`config.mk`:
```
export PLATFORM = sky130hd
export DESIGN_NAME = seg_scan_display
export DESIGN_NICKNAME = d
export VERILOG_FILES = /design/src/rtl/seg_scan_display.sv
export SDC_FILE = /design/constraint.sdc
export NUM_CORES = 1
export LEC_CHECK = 0
export CORE_ASPECT_RATIO = 0.9
export CORE_MARGIN = 4
export CORE_UTILIZATION = 52
export CTS_CLUSTER_SIZE = 20
export DETAILED_ROUTE_END_ITERATION = 12
export GPL_TIMING_DRIVEN = 0
export PLACE_DENSITY = 0.74
export SLEW_MARGIN = 30
export SYNTH_ARGS = -nofsm -noshare
export SYNTH_HDL_FRONTEND = slang
export SYNTH_SLANG_ARGS = --single-unit
export TNS_END_PERCENT = 30
```
`constraint.sdc`:
```
create_clock -name clk -period 2 [get_ports clk]
set_input_delay 0.2 -clock clk [delete_from_list [all_inputs] [get_ports clk]]
set_output_delay 0.2 -clock clk [all_outputs]
set_load 0.03 [all_outputs]
```
`src/rtl/seg_scan_display.sv`:
```
// rtl/seg_scan_display.sv - time-multiplexed multi-digit seven-segment driver with blank/blink
// Optional anti-ghosting dead time at the start of each dwell: define SEG_SCAN_DEADTIME_EN.
module seg_scan_display #(
    parameter int NUM_DIGITS   = 2,
    parameter int DWELL_CYCLES = 6000,
    parameter int BLINK_HALF   = 2_500_000,
    parameter int DEAD_CYCLES  = 64
) (
    input  logic                    clk,
    input  logic                    reset,
    input  logic                    load,
    input  logic [4*NUM_DIGITS-1:0] digits_in,
    input  logic [NUM_DIGITS-1:0]   blank_in,
    input  logic [NUM_DIGITS-1:0]   blink_in,
    output logic [6:0]              seg,
    output logic [NUM_DIGITS-1:0]   an_n,
    output logic                    frame_tick
);

    localparam int IDX_W   = (NUM_DIGITS > 1) ? $clog2(NUM_DIGITS) : 1;
    localparam int DWELL_W = (DWELL_CYCLES > 1) ? $clog2(DWELL_CYCLES) : 1;
    localparam int BLINK_W = (BLINK_HALF > 1) ? $clog2(BLINK_HALF) : 1;

    localparam logic [IDX_W-1:0]   LAST_IDX   = IDX_W'(NUM_DIGITS - 1);
    localparam logic [DWELL_W-1:0] DWELL_LAST = DWELL_W'(DWELL_CYCLES - 1);
    localparam logic [BLINK_W-1:0] BLINK_LAST = BLINK_W'(BLINK_HALF - 1);
    localparam logic [DWELL_W-1:0] DEAD_END   = DWELL_W'(DEAD_CYCLES);

`ifdef SEG_SCAN_DEADTIME_EN
    localparam bit DEADTIME_ON = 1'b1;
`else
    localparam bit DEADTIME_ON = 1'b0;
`endif

    localparam logic [6:0] SEG_OFF = 7'h7F;

    function automatic logic [6:0] hex_decode(input logic [3:0] nib);
        logic [6:0] s;
        case (nib)
            4'h0: s = 7'h40;
            4'h1: s = 7'h79;
            4'h2: s = 7'h24;
            4'h3: s = 7'h30;
            4'h4: s = 7'h19;
            4'h5: s = 7'h12;
            4'h6: s = 7'h02;
            4'h7: s = 7'h78;
            4'h8: s = 7'h00;
            4'h9: s = 7'h10;
            4'hA: s = 7'h08;
            4'hB: s = 7'h03;
            4'hC: s = 7'h46;
            4'hD: s = 7'h21;
            4'hE: s = 7'h06;
            default: s = 7'h0E;
        endcase
        return s;
    endfunction

    // Scan and blink timing state
    logic [DWELL_W-1:0] dwell_cnt_q, dwell_cnt_d;
    logic [IDX_W-1:0]   idx_q, idx_d;
    logic [BLINK_W-1:0] blink_cnt_q, blink_cnt_d;
    logic               blink_phase_q, blink_phase_d;
    logic               started_q, started_d;

    // Double-buffered display contents
    logic [NUM_DIGITS-1:0][3:0] pend_digits_q, pend_digits_d;
    logic [NUM_DIGITS-1:0]      pend_blank_q, pend_blank_d;
    logic [NUM_DIGITS-1:0]      pend_blink_q, pend_blink_d;
    logic [NUM_DIGITS-1:0][3:0] act_digits_q, act_digits_d;
    logic [NUM_DIGITS-1:0]      act_blank_q, act_blank_d;
    logic [NUM_DIGITS-1:0]      act_blink_q, act_blink_d;

    // Registered pin drive
    logic [6:0]            seg_q, seg_d;
    logic [NUM_DIGITS-1:0] an_n_q, an_n_d;
    logic                  frame_tick_q, frame_tick_d;

    logic dwell_done;
    logic wrap;
    logic blink_done;
    logic dead;
    logic dark;

    always_comb begin
        dwell_done  = (dwell_cnt_q == DWELL_LAST);
        wrap        = dwell_done && (idx_q == LAST_IDX);
        dwell_cnt_d = dwell_done ? '0 : dwell_cnt_q + 1'b1;
        idx_d       = idx_q;
        if (dwell_done) begin
            idx_d = (idx_q == LAST_IDX) ? '0 : idx_q + 1'b1;
        end

        blink_done    = (blink_cnt_q == BLINK_LAST);
        blink_cnt_d   = blink_done ? '0 : blink_cnt_q + 1'b1;
        blink_phase_d = blink_phase_q ^ blink_done;
    end

    // pend_*_d already carries a same-edge load, so a commit on that edge bypasses pending
    always_comb begin
        pend_digits_d = pend_digits_q;
        pend_blank_d  = pend_blank_q;
        pend_blink_d  = pend_blink_q;
        if (load) begin
            pend_digits_d = digits_in;
            pend_blank_d  = blank_in;
            pend_blink_d  = blink_in;
        end

        act_digits_d = act_digits_q;
        act_blank_d  = act_blank_q;
        act_blink_d  = act_blink_q;
        started_d    = started_q;
        if (wrap) begin
            act_digits_d = pend_digits_d;
            act_blank_d  = pend_blank_d;
            act_blink_d  = pend_blink_d;
            started_d    = 1'b1;
        end
    end

    // Pins stay dark until the first commit has put real content in the active buffer
    always_comb begin
        dead = DEADTIME_ON && (dwell_cnt_q < DEAD_END);
        dark = !started_q || dead || act_blank_q[idx_q] ||
               (act_blink_q[idx_q] && blink_phase_q);

        seg_d = dark ? SEG_OFF : hex_decode(act_digits_q[idx_q]);
        an_n_d = '1;
        if (started_q && !dead) begin
            an_n_d = ~(NUM_DIGITS'(1) << idx_q);
        end
        frame_tick_d = wrap;
    end

    always_ff @(posedge clk) begin
        if (reset) begin
            dwell_cnt_q   <= '0;
            idx_q         <= '0;
            blink_cnt_q   <= '0;
            blink_phase_q <= 1'b0;
            started_q     <= 1'b0;
            pend_digits_q <= '0;
            pend_blank_q  <= '1;
            pend_blink_q  <= '0;
            act_digits_q  <= '0;
            act_blank_q   <= '1;
            act_blink_q   <= '0;
            seg_q         <= SEG_OFF;
            an_n_q        <= '1;
            frame_tick_q  <= 1'b0;
        end else begin
            dwell_cnt_q   <= dwell_cnt_d;
            idx_q         <= idx_d;
            blink_cnt_q   <= blink_cnt_d;
            blink_phase_q <= blink_phase_d;
            started_q     <= started_d;
            pend_digits_q <= pend_digits_d;
            pend_blank_q  <= pend_blank_d;
            pend_blink_q  <= pend_blink_d;
            act_digits_q  <= act_digits_d;
            act_blank_q   <= act_blank_d;
            act_blink_q   <= act_blink_d;
            seg_q         <= seg_d;
            an_n_q        <= an_n_d;
            frame_tick_q  <= frame_tick_d;
        end
    end

    assign seg        = seg_q;
    assign an_n       = an_n_q;
    assign frame_tick = frame_tick_q;

endmodule

```
=== Word-level counts from Yosys, hierarchy flattened ===
Memory sizes are Yosys's and may differ from the RTL's. A register that Yosys moved wholly into a read port is not among the register bits.
Cells that the tools add are included.

* Bits in registers: 65
* Logic and storage cells: 45
* Bits in read-only memories: 112
* Memories: 1
* Input port bits: 15
* Output and inout bits: 10

* Bitwise operators: 3
* $lt $le $gt $ge: 1
* Reduce and logical (&&, ||, !) cells: 9
* Add/sub/neg operators: 3
* Multiplexer cells: 10
* Shift-type cells: 1
* Eq/ne operators: 2

{| class="wikitable"
|+ Memories
! memory !! depth !! bits a word !! read ports !! clocked after Yosys merged registers in !! wr ports !! line !! RTL
|-
| (name not given) || 16 || 7 || 1 || 1 || 0 || 39 || <nowiki>case (nib)</nowiki>
|}

{| class="wikitable"
|+ Operator list
! cell !! number
|-
| 22-bit by 1-bit adder with 22-bit output, second input constant || 1
|-
| 22-bit == test, second input constant || 1
|-
| 13-bit by 1-bit adder with 13-bit output, second input constant || 1
|-
| 13-bit == test, second input constant || 1
|-
| 4-bit two-way mux || 2
|-
| 8-bit two-way mux || 1
|-
| 2-bit OR reduction || 4
|-
| 1-bit two-way mux || 5
|-
| 2-bit two-way mux || 2
|-
| 1-bit logical AND || 2
|-
| 1-bit logical OR || 2
|-
| 1-bit by 2-bit less-than comparator with 1-bit output, second input constant || 1
|-
| 2-bit inverter || 1
|-
| 1-bit by 1-bit << shifter with 2-bit output, first input constant || 1
|-
| 1-bit adder, second input constant || 1
|-
| 1-bit logical NOT || 1
|-
| 1-bit inverter || 1
|-
| 1-bit bitwise XOR || 1
|}

=== Longest topological paths before layout ===
* Depth in word-level cells: 5
* Gate-level depth with buffers: 8
* Gate-level depth less buffers: 6

=== Worst setup path before layout ===
Ideal clock, no wire load.

* Path type: register to register
* Start: register idx_q
* End: register seg_q[0] (netlist: seg[0])
* Stages on the path, launching flop included: 8
* Period minus slack after synthesis: 1.980 ns
* Required time: 1.867 ns
* Data arrival time: 1.847 ns
* Setup time: 0.133 ns
* Buffers on the path: 2
* Path slack: 0.020 ns
* Path through: dfxtp_1 clkbuf_1 buf_2 mux2_2 ha_1 or3_1 o221ai_1 nand2_1

* Word-level cells in the longest chain between the ends: 5
* Elaborated cells on any way between the ends: 10
* Those cells by class: 6 x mux; 4 x reduce/logical

{| class="wikitable"
|+ RTL lines
! item !! line !! RTL
|-
| start, declared || 62 || <nowiki>logic [IDX_W-1:0] idx_q, idx_d;</nowiki>
|-
| start signal, assigned || 155 || <nowiki>idx_q <= idx_d;</nowiki>
|-
| 1-bit two-way mux, on equally long branches (2 in series) || 126, 127 ||
|-
| 1-bit logical OR / 1-bit logical AND (equally long branches) || 126, 127 ||
|-
| 1-bit logical OR || 126 || <nowiki>dark = !started_q || dead || act_blank_q[idx_q] ||</nowiki>
|-
| 2-bit OR reduction (no line) || -- ||
|-
| end, declared || 76 || <nowiki>logic [6:0] seg_q, seg_d;</nowiki>
|}

Parallel ways exist; a longest one is shown, timed or not. The select of a mux whose other input is x is not followed.
A chain may end at the register's enable or synchronous reset.

=== Worst setup path after layout ===
* Start: register dwell_cnt_q[4]
* End: register act_digits_q[3] in the netlist's numbering

* Word-level cells in the longest chain between the ends: 2

{| class="wikitable"
|+ RTL lines
! item !! line !! RTL
|-
| start, declared || 61 || <nowiki>logic [DWELL_W-1:0] dwell_cnt_q, dwell_cnt_d;</nowiki>
|-
| start signal, assigned || 154 || <nowiki>dwell_cnt_q <= dwell_cnt_d;</nowiki>
|-
| 13-bit == test || 87 || <nowiki>dwell_done = (dwell_cnt_q == DWELL_LAST);</nowiki>
|-
| 1-bit logical AND || 88 || <nowiki>wrap = dwell_done && (idx_q == LAST_IDX);</nowiki>
|-
| end signal, assigned || 162 || <nowiki>act_digits_q <= act_digits_d;</nowiki>
|-
| end, declared || 71 || <nowiki>logic [NUM_DIGITS-1:0][3:0] act_digits_q, act_digits_d;</nowiki>
|}

Every way passes these cells.

==> metrics <==
drt total wl=between 5 and 6 mm; Critical Path End=act_digits_q[3]$_SDFFE_PP0P_; Final Wtd Congestion=between 0.8 and 0.9; Setup violations, final=0; Power, Total=between 2 and 3 mW; Clk pin slew, worst setup/hold paths=approximately 0.08 ns; outcome=finished, final reports clean; largest net degree at the start of global routing=15; Pins Over Slew Limit=0; Ys Warns=0; crit path from=dwell_cnt_q[4]$_SDFF_PP0_; via count=about 2,400; core box area=5730 sq um; number of H-tree levels=3; die area=7280 sq um; min Tclk post-route=~1.9 ns; Final ANT Viol Nets=0; Cell Area, Synth=3110 sq um; routed vias/inst=about 5.5; top cell type's share of synthesized area=0.464; share of cells above drive strength 1=0.130; area of the multi-input gates=about 1600 sq um; reg2reg end=act_digits_q[3]$_SDFFE_PP0P_; RSZ-0062 raised after global routing=no; die height=~81 um; total gr overflow=0; Total Routing Usage GR=0.177; cell count after synthesis=roughly 330; Post-route DRC=0; Critical Path AT=around 2.1 ns; routed len/inst=roughly 13 um; hold_ws=approximately 0.45 ns; Post-Route Utilization=0.643; Synth area leaders=dfxtp_1, mux2i_1, nor2_1; clock sinks=just over 70; Hold Vio Cnt, Final=0; worst min path class=flip-flop to flip-flop; Most used DFF post-synth=dfxtp_1; internal reg-to-reg setup slack=roughly 0.11 ns; Antenna Cells=0; Critical Path Fanout Max=10; power density over the cells=around 740 nW/um^2; Rows=26; IO Pins=25; kind of critical path=flip-flop to flip-flop; slew margin rel.=0.677; ys async rst share=0; LEAKAGE=1.36 nW; Max Cap Viol=0; # fillers=496; Layout Nets=between 300 and 400; Final Cycle Share=0.944; syn_nets=350; setup TNS=0 ns; achievable clock frequency=between 500 and 600 MHz; worst vdd ir=approximately 0.00048 V; CTS root buf=clkbuf_8; layout overhead on the synthesized area=18.4%; reg2reg path depth=6; first-pass GRT wire length=around 10 mm; routed length on met3=271 um; Die Span X=89.5 um; Required @ worst endpoint=between 2 and 2.5 ns; effective utilization at floorplan=0.543; Syn Area/Cell=9.51 sq um; first-pass iteration count of the detailed router=4; vias in the first global route=about 2,300; DPL Wire Length=just over 4 mm; EDFF count, synth=0; DRT met1 WL=about 2.8 mm; Clk Latency, worst-skew pair=roughly 0.34 ns; sequential area share after synthesis=0.464; Slew @ Worst Pin=0.471 ns; Sequential cell area=approximately 1400 sq um; register bit count reported by yosys=72; initial DRC count=94; Distinct cells, synth=42; skew final=between 0.006 and 0.007 ns; CTS Buf Count=9; I/O Buffers=24; initial antenna violation count=0; Worst setup EP type=flip-flop; Top Metal Used=met4; leading area contributor after synthesis=dfxtp_1; buffer depth of the longest clock path=2; CTS tree=built; DR WL met2=about 2.8 mm; Critical R2R Launch=dwell_cnt_q[4]$_SDFF_PP0_; crit path launch type=flip-flop
## layer usage
layer / vias up / GRT usage
met2: 39 / 0.297
met4: 0 / 0.0580
li1: 1243 / -
met5: - / 0
met1: 1130 / 0.213
met3: 2 / 0.0588
## sequential cells by signal, summed over array words and instances, names as in the netlist
signal / flops
pend_blank_q: 2
act_blink_q: 2
dwell_cnt_q: 13
blink_phase_q: 1
started_q: 1
an_n: 2
frame_tick: 1
idx_q: 1
blink_cnt_q: 22
pend_blink_q: 2
act_digits_q: 8
pend_digits_q: 8
act_blank_q: 2
seg: 7
## worst max-delay path, stage by stage, from the launching register on
cell and delay [ns]:
dfxtp_1 0.35, or4b_4 0.55, nor4_4 0.27, buf_4 0.19, nand2_2 0.07, buf_6 0.14
a31o_1 0.22
## metrics by stage
step	cells	area (sq um)	setup slack (ns)
after floorplan	327	3110	0.0199
after global placement	421	3440	-0.341
after detailed placement	421	3440	-0.375
after CTS	439	3660	0.0510
after global routing	439	3680	0.00217
final	439	3680	0.112
## cells by family (layout without fill, tap and decap cells)
| logic type | after synthesis | in the layout | synth area share |
|---|---|---|---|
| simple gates | 131 | 131 | 0.219 |
| flops | 72 | 72 | 0.464 |
| compound gates | 41 | 41 | 0.0970 |
| xor+xnor | 26 | 26 | 0.0732 |
| buf+inv | 26 | 68 | 0.0386 |
| mux | 23 | 23 | 0.0761 |
| fa+ha+maj | 8 | 8 | 0.0322 |
## report_power, final
group / internal (mW) / total [mW] / leakage, nW / switching, mW
clock: 0.586 / 1.15 / 0.100 / 0.563
combinational: 0.0538 / 0.108 / 0.674 / 0.0545
sequential: 1.46 / 1.47 / 0.585 / 0.0112
total: 2.10 / 2.72 / 1.36 / 0.629
## layout make-up
type | instances | area share
inverters | 9 | 0.00917
flip-flops and latches | 72 | 0.392
clock buffers | 9 | 0.0336
multi-input cells | 229 | 0.425
repair buffers | 27 | 0.0714
clock inverters | 7 | 0.0211
well taps | 70 | 0.0238
plain buffers | 16 | 0.0238
## cells in the final DEF (no fill, tap or decap), types with 2 or more instances in the layout
master / count
o221ai_1: 5
mux2_2: 4
nor2b_1: 2
clkinv_4: 2
or4_1: 4
and4_1: 2
clkbuf_1: 8
inv_1: 9
a211oi_1: 2
clkbuf_2: 2
a41oi_1: 2
clkdlybuf4s50_1: 24
buf_4: 5
nor2_1: 47
nand3_1: 14
nor3_1: 8
o211ai_1: 2
and3_1: 7
a31o_1: 9
and3_2: 6
buf_6: 2
inv_6: 2
mux2i_1: 17
o31ai_1: 5
nand2_1: 14
xnor2_1: 19
ha_1: 8
nor4_1: 8
dfxtp_1: 71
or3_1: 2
buf_2: 2
nand4_1: 9
a21oi_1: 10
clkbuf_8: 9
xor2_1: 7
## how the worst min path moves through the flow
stage,from,endpoint,slack [ns],cells past startpoint
6_report,dwell_cnt_q[0]$_SDFF_PP0_,dwell_cnt_q[0]$_SDFF_PP0_,0.45,1
3_3_place_gp,dwell_cnt_q[0]$_SDFF_PP0_,dwell_cnt_q[0]$_SDFF_PP0_,0.43,1
3_5_place_dp,dwell_cnt_q[0]$_SDFF_PP0_,dwell_cnt_q[0]$_SDFF_PP0_,0.44,1
4_1_cts,dwell_cnt_q[0]$_SDFF_PP0_,dwell_cnt_q[0]$_SDFF_PP0_,0.45,1
5_1_grt,dwell_cnt_q[0]$_SDFF_PP0_,dwell_cnt_q[0]$_SDFF_PP0_,0.49,1
2_1_floorplan,reset,an_n[0]$_SDFF_PP1_,0.33,1
## synthesized netlist by cell type (all sizes together) (6+ instances only)
library cell and number:
a31o 10, buf 6, nor2 47, nor3 9, dfxtp 72, nand3 14, xnor2 19, nand2 15
a21oi 11, nor4 9, clkbuf 11, xor2 7, inv 9, mux2i 18, and3 13, ha 8
nand4 9
## repair_timing
item	4_1_cts	5_1_grt
pin swaps	1	0
hold buffers	0	0
setup buffers	3	0
resized for setup	3	8
gates cloned	0	0
endpoints found under the setup margin	27	24
No activity file was read; power rests on OpenSTA's default activity.
